**src/rtl/rv32i_pkg.sv**
```systemverilog
// Shared constants for the rv32i core: default datapath geometry and the
// architectural zero register index.
package rv32i_pkg;

    localparam int unsigned RV_XLEN  = 32;
    localparam int unsigned RV_NREGS = 32;
    localparam int unsigned REG_AW   = 5;
    localparam int unsigned REG_ZERO = 0;

endpackage

```
**src/rtl/rf_scoreboard.sv**
```systemverilog
// Pending-write scoreboard: one busy bit per register, set on issue and
// cleared on write-back, plus detection of a WAW clash at issue.
module rf_scoreboard
    import rv32i_pkg::*;
#(
    parameter int unsigned NREGS = RV_NREGS,
    parameter int unsigned AW    = $clog2(NREGS)
) (
    input  logic             clk,
    input  logic             rst,
    input  logic             Issue,
    input  logic [AW-1:0]    IssueRd,
    input  logic             RegWrite,
    input  logic [AW-1:0]    rd,
    input  logic             Stall,
    output logic [NREGS-1:0] Busy,
    output logic             waw
);

    localparam logic [NREGS-1:0] ONE_HOT_0 = {{(NREGS-1){1'b0}}, 1'b1};

    logic [NREGS-1:0] busy_r;
    logic [NREGS-1:0] busy_next_s;
    logic [NREGS-1:0] set_mask_s;
    logic [NREGS-1:0] clr_mask_s;
    logic             wb_nz_s;
    logic             issue_nz_s;

    // Hazard qualification and set/clear masks; set is applied after clear
    // so a same-cycle re-issue of the retiring register keeps it busy.
    always_comb begin
        wb_nz_s     = RegWrite && (rd != AW'(REG_ZERO));
        issue_nz_s  = Issue && (IssueRd != AW'(REG_ZERO));
        waw         = issue_nz_s && busy_r[IssueRd] && !(wb_nz_s && (rd == IssueRd));
        clr_mask_s  = wb_nz_s ? (ONE_HOT_0 << rd) : {NREGS{1'b0}};
        set_mask_s  = (issue_nz_s && !Stall) ? (ONE_HOT_0 << IssueRd) : {NREGS{1'b0}};
        busy_next_s = ((busy_r & ~clr_mask_s) | set_mask_s) & ~ONE_HOT_0;
    end

    // Busy vector register.
    always_ff @(posedge clk or posedge rst) begin
        if (rst) begin
            busy_r <= {NREGS{1'b0}};
        end else begin
            busy_r <= busy_next_s;
        end
    end

    assign Busy = busy_r;

endmodule

```
**src/rtl/regfile_sb.sv**
```systemverilog
// Register file with x0 hardwired to zero, NRP combinational read ports with
// optional write-back forwarding, and scoreboard-driven RAW/WAW stall.
module regfile_sb
    import rv32i_pkg::*;
#(
    parameter int unsigned XLEN   = RV_XLEN,
    parameter int unsigned NREGS  = RV_NREGS,
    parameter int unsigned NRP    = 2,
    parameter int unsigned BYPASS = 1,
    localparam int unsigned AW    = $clog2(NREGS)
) (
    input  logic                clk,
    input  logic                rst,
    input  logic                RegWrite,
    input  logic [AW-1:0]       rd,
    input  logic [XLEN-1:0]     Result,
    input  logic [NRP*AW-1:0]   rs,
    input  logic [NRP-1:0]      RsEn,
    output logic [NRP*XLEN-1:0] RD,
    input  logic                Issue,
    input  logic [AW-1:0]       IssueRd,
    output logic                Stall,
    output logic [NREGS-1:0]    Busy
);

    logic [XLEN-1:0]  mem_r [NREGS];
    logic [NREGS-1:0] busy_s;
    logic [NRP-1:0]   raw_s;
    logic [AW-1:0]    rs_p_s;
    logic             hit_s;
    logic             wb_nz_s;
    logic             waw_s;

    assign wb_nz_s = RegWrite && (rd != AW'(REG_ZERO));

    // Storage array; reset clears every entry so reads return zero at once.
    always_ff @(posedge clk or posedge rst) begin
        if (rst) begin
            for (int i = 0; i < NREGS; i++) begin
                mem_r[i] <= {XLEN{1'b0}};
            end
        end else if (wb_nz_s) begin
            mem_r[rd] <= Result;
        end else begin
            mem_r[rd] <= mem_r[rd];
        end
    end

    // Read muxes with forwarding and per-port RAW qualification.
    always_comb begin
        RD     = {(NRP*XLEN){1'b0}};
        raw_s  = {NRP{1'b0}};
        rs_p_s = {AW{1'b0}};
        hit_s  = 1'b0;
        for (int p = 0; p < NRP; p++) begin
            rs_p_s = rs[p*AW +: AW];
            hit_s  = wb_nz_s && (rd == rs_p_s);
            if (rs_p_s == AW'(REG_ZERO)) begin
                RD[p*XLEN +: XLEN] = {XLEN{1'b0}};
            end else if ((BYPASS != 0) && hit_s && !rst) begin
                RD[p*XLEN +: XLEN] = Result;
            end else begin
                RD[p*XLEN +: XLEN] = mem_r[rs_p_s];
            end
            raw_s[p] = RsEn[p] && busy_s[rs_p_s] && !((BYPASS != 0) && hit_s);
        end
        Stall = (|raw_s) || waw_s;
    end

    rf_scoreboard #(
        .NREGS (NREGS),
        .AW    (AW)
    ) u_scoreboard (
        .clk      (clk),
        .rst      (rst),
        .Issue    (Issue),
        .IssueRd  (IssueRd),
        .RegWrite (RegWrite),
        .rd       (rd),
        .Stall    (Stall),
        .Busy     (busy_s),
        .waw      (waw_s)
    );

    assign Busy = busy_s;

endmodule

```
**config.mk**
```make
export PLATFORM = sky130hd
export DESIGN_NAME = regfile_sb
export DESIGN_NICKNAME = d
export VERILOG_FILES = /design/src/rtl/rv32i_pkg.sv /design/src/rtl/rf_scoreboard.sv /design/src/rtl/regfile_sb.sv
export SDC_FILE = /design/constraint.sdc
export NUM_CORES = 2
export LEC_CHECK = 0
export CAP_MARGIN = 20
export CORE_MARGIN = 8
export CORE_UTILIZATION = 57
export CTS_CLUSTER_DIAMETER = 80
export CTS_CLUSTER_SIZE = 12
export DETAILED_ROUTE_END_ITERATION = 7
export PLACE_DENSITY_LB_ADDON = 0.1
export SETUP_SLACK_MARGIN = 0.02
export SYNTH_ARGS = -nofsm -noshare
export SYNTH_HDL_FRONTEND = slang
export SYNTH_SLANG_ARGS = --single-unit
```
**constraint.sdc**
```tcl
create_clock -name clk -period 35.1 [get_ports clk]
set_input_delay 3.51 -clock clk [delete_from_list [all_inputs] [get_ports clk]]
set_output_delay 3.51 -clock clk [all_outputs]
set_load 0.03 [all_outputs]
```
Word-level counts from Yosys, hierarchy flattened --
Cells that the tools add are included.
Word-level totals: register bits 1055, input bits 58
Cells by class: magnitude comparators 7, eq/ne operators 3, shift-type cells 2, mux-type cells 26, bitwise gates (word level) 6, reductions and logical operators 26
Operators with widths (number):
- bitwise mux 1024 bit | 2
- 2-to-1 mux 1024 bit | 1
- binary-select mux 32 bit (select 5 bit) | 3
- 2-to-1 mux 32 bit | 13
- demux 32 bit (select 5 bit) | 1
- left shift 1 x 5 -> 32 bit (first input constant) | 2
- AND 32 bit | 1
- inverter 32 bit | 1
- OR 32 bit | 1
- >= comparator 6 bit (second input constant) | 3
- < comparator 5 x 6 -> 1 bit (second input constant) | 3
- inverter 5 -> 6 bit | 3
- binary-select mux 1 bit (select 5 bit) | 3
- == test 5 bit | 3
- logical AND 1 bit | 15
- zero test 5 bit | 2
- nonzero test 5 bit | 2
- < comparator 6 x 1 -> 1 bit (second input constant) | 1
- zero test 1 bit | 5
- 2-to-1 mux 1 bit | 3
- OR reduction 2 bit | 1
- logical OR 1 bit | 1

Logic depth before layout (Yosys ltp) --
word-level depth 11, depth in mapped cells 12

By module --
From an unflattened synthesis, not the netlist that was laid out.
Unflattened totals: cell total of the unflattened synthesis 5400, area, all modules 63284.4 um^2
By module, submodules not included:
- regfile_sb | instances 1, cells an instance 5224, area each 61569.0 um^2
- rf_scoreboard | instances 1, cells an instance 176, area each 1715.4 um^2

Worst setup path before layout --
OpenSTA, ideal clock, no wires.
kind input-to-output, from input rst, to output RD[0], data arrival time 30.852 ns, slack 0.738 ns, stages 4, cells stage by stage inv_1 nand2_1 and3_1 nor3_1
Between the ends: word-level cells in the longest chain between the ends 4
RTL lines:
- start, declared | RTL line regfile_sb.sv:13 | input logic rst,
- zero test 1 bit (no line)
- logical AND 1 bit | RTL line regfile_sb.sv:60 | end else if ((BYPASS != 0) && hit_s && !rst) begin
- 2-to-1 mux 32 bit | RTL line regfile_sb.sv:60
- 2-to-1 mux 32 bit | RTL line regfile_sb.sv:58 | if (rs_p_s == AW'(REG_ZERO)) begin
- end, declared | RTL line regfile_sb.sv:19 | output logic [NRP*XLEN-1:0] RD,
Every way passes these cells.

Worst setup path in the final report --
from input rd[3], to output RD[29]
Between the ends: word-level cells in the longest chain between the ends 6
RTL lines:
- start, declared | RTL line regfile_sb.sv:15 | input logic [AW-1:0] rd,
- nonzero test 5 bit | RTL line regfile_sb.sv:34 | assign wb_nz_s = RegWrite && (rd != AW'(REG_ZERO));
- logical AND 1 bit | RTL line regfile_sb.sv:34
- logical AND 1 bit (*) | RTL line regfile_sb.sv:57 | hit_s = wb_nz_s && (rd == rs_p_s);
- logical AND 1 bit (*) | RTL line regfile_sb.sv:60
- 2-to-1 mux 32 bit (*) | RTL line regfile_sb.sv:60
- 2-to-1 mux 32 bit (*) | RTL line regfile_sb.sv:58
Mark *: on every way between the ends. The rest lies on a longest branch, timed or not.

==> implementation parameters <==
Parameter                              Value

Outcome
  Outcome ... finished clean

Timing
  Clock period minus worst slack ... around 12 ns
  Relative slew margins ... 20.8%
  Post-layout worst setup margin ... about 23 ns
  Setup Skew ... 0.0273 ns
  Setup TNS Final ... 0 ns
  Transition time of the tightest slew-check pin ... 1.19 ns
  Setup-failing EPs final ... 0
  Unrepaired setup endpoints after global routing ... false
  Achievable clock frequency ... between 0.08 and 0.09 GHz
  Number of hold-slack violations in the final timing report ... 0
  Final critical-path share of the clock period ... about a third
  Count of final max-slew check failures ... 0

Global routing
  Global Route met2 Usage ... between 50% and 60%
  Number of antenna violations at the first check in global routing ... 1
  Most Crowded Layer GR ... met2
  Congestion Overflow GR ... 0
  Vias in the first global route ... approximately 46000
  Global-route met1 utilization ... between 40% and 50%
  Wire length of the first global-routing pass ... ~320000 um
  Pin count of the biggest net entering global routing ... 160
  All-Layer GR Usage ... between 30% and 40%
  Global routing met3 resource utilization ... roughly 9%

Critical path
  CP Capture Type ... output port
  Crit path arrival time ... between 8 and 9 ns
  Critical-path cell list ... clkdlybuf4s50_1 > nor3_2 > buf_4 > buf_4 > a21bo_4 > nor4_1 > nand2_4 > buf_4 > and3_1 > nor3_1 > clkdlybuf4s50_1
  Buffers plus inverters on the worst setup path ... 5
  Worst Path Max Fanout ... 47
  Crit start category ... input port
  Crit path top cell by count ... buf_4
  Data required time of the critical path ... roughly 32 ns
  WS Path Type ... in -> out
  Slowest cell delay on critical path ... approximately 0.97 ns
  Crit-path slowest cell ... nor4_1
  Kind of cell adding the most delay to the critical path ... buffers and inverters

Clock tree
  TritonCTS clock tree ... built
  CTS Root Buffer Type ... clkbuf_16
  Max H-tree Level ... 3
  Buffers inserted during post-CTS setup optimization ... 0
  Clock network latency to the later pin of the worst-skew pair ... around 0.7 ns
  Number of buffers created by CTS ... a little under 100
  Reg clk slew, reported paths ... ~0.060 ns
  Hold bufs inserted after CTS ... 0
  PostCTS Resize Cnt ... 0
  Number of buffers on the longest clock path ... 3
  Clock sink count ... 1055

Route
  Detailed-route vias per instance ... 7.17
  Final wirelength ... roughly 210000 um
  Count of TritonRoute iterations in the first routing pass ... 6
  Routed wire length per instance ... roughly 32 um
  DRC violations left ... 0
  Number of vias in the routed layout ... 46923
  Violation count after the first detailed-route iteration ... about 5700
  Post-DRT Antenna Nets ... 0

Final layout
  Top library cells by usage in the layout, fill and taps aside ... nand2_1, dfrtp_1, o21ai_0
  Final core area utilization ... approximately 60%
  Filler cell count ... about 8800
  Area Overhead vs Synth ... 7.22%
  Fraction of final layout cells sized beyond drive strength 1 ... 24.7%
  Commonest non-fill, non-tap cell in the layout ... nand2_1
  Net count, final ... 5106

Logic synthesis
  Commonest register cell after synthesis ... dfrtp_1
  Synthesized netlist cell count ... between 5000 and 6000
  Number of nets in the synthesized netlist ... around 5400
  Synthesized area divided by synthesized cell count ... about 12 um2
  Yosys cell types ... 56
  Synth Cell Area ... 63100 um2
  Post-synth EDFFs ... 0
  Synthesized flop and latch total ... ~1100
  Top cells by area, synth ... dfrtp_1, mux4_2, o21ai_0
  Sequential-to-total area share from yosys stat ... 41.9%
  Yosys top cell by area ... dfrtp_1
  YS warnings ... 0
  Area share of the largest cell type after synthesis ... 41.9%
  Async S/R FF share, synth ... between 90% and 100%

Floorplanning
  Floorplan core area ... roughly 110000 um2
  Die span in y ... about 350 um
  Count of pins on the block boundary ... 155
  Full die area ... 122000 um2
  Die Wd ... between 300 and 400 um
  Initial Util ... a little under three fifths
  Standard-cell row count ... 122

Flow run
  Max Cap Viol ... 0

Placed design
  Post-DP HPWL ... around 120000 um
  Setup slack after placement ... roughly 23 ns
  Global placer's final weighted congestion ... 0.855
  Number of buffers inserted by port buffering ... 153

Pwr
  Worst voltage drop across the vdd grid ... approximately 41 uV
  LEAKAGE ... between 20 and 30 nW
  Pwr dens ... approximately 58 nW/um2
  Total power ... between 3 and 4 mW

Hold path
  Worst Hold Class ... reg -> reg
[state kept, by name (all words and copies together), names as in the netlist]
signal,flops
mem_r,1024
u_scoreboard.Busy,31
[cell type report]
cell class,instances,area [um2],share of cell area (%)
Timing Repair Buffer,276,2640,3.91
Tap cell,1488,1860,2.75
Clock buffer,99,2470,3.65
Antenna cell,3,7.51,0.0111
Sequential cell,1055,26400,39.0
Clock inverter,9,136,0.202
Inverter,5,32.5,0.0481
Multi-Input combinational cell,3612,34100,50.4
[path summary, 6_finish.rpt]
check                      slack, ns  cells past startpoint        start           to
max                            22.81                     11        rd[3]       RD[29]
max reg2reg                    32.29                      7   mem_r[869]   mem_r[389]
min                             0.41                      0  mem_r[1015]  mem_r[1015]
max in group asynchronous      28.20                      5          rst   mem_r[752]
min reg2reg                     0.41                      0  mem_r[1015]  mem_r[1015]
min in group asynchronous       3.85                      2          rst   mem_r[853]
[kinds of logic (layout without fill, tap and decap cells)]
group	Yosys count	after routing	share of synthesized area [%]
AO/OA/AOI/OAI	1252	1252	11.1
XOR/XNOR	15	15	0.208
AND/OR/NAND/NOR	1416	1416	9.26
buffers and inverters	640	389	4.65
multiplexers	928	928	32.9
flip-flops	1055	1055	41.9
other	1	4	0.00595
[layer usage]
metal / wire length (um) / share of wire, %
met5: 0 / 0
met4: 10300 / 4.9
met3: 24500 / 12
met2: 95300 / 45
met1: 80600 / 38
[where the power goes]
part           internal, mW  switching [mW]  leakage (nW)
clock network         0.499           0.478          1.27
logic                 0.636           0.544          12.7
registers              1.50           0.278          13.6
[Yosys cell counts (12+ instances only)]
cell type,number
nor2_1,79
clkbuf_1,371
or3_1,12
buf_4,18
o21ai_2,31
buf_6,25
nand2_1,1103
nor2b_1,37
nand3_1,17
clkbuf_2,59
nand4_1,35
buf_2,141
dfrtp_1,1055
and3_1,32
nor3_1,70
a22oi_1,65
buf_1,19
mux4_2,917
a211oi_1,32
o21ai_1,20
o21ai_0,1014
a221oi_1,32
a22o_1,32
[per-stage QoR]
stage          std cells  area, um2  hold slack, ns
2_1_floorplan       5307      63100           0.458
3_3_place_gp        6429      64900           0.394
3_5_place_dp        6429      64900           0.402
4_1_cts             6537      67500           0.417
5_1_grt             6544      67600           0.427
6_report            6547      67600           0.411
(Power assumes the default switching activity.)
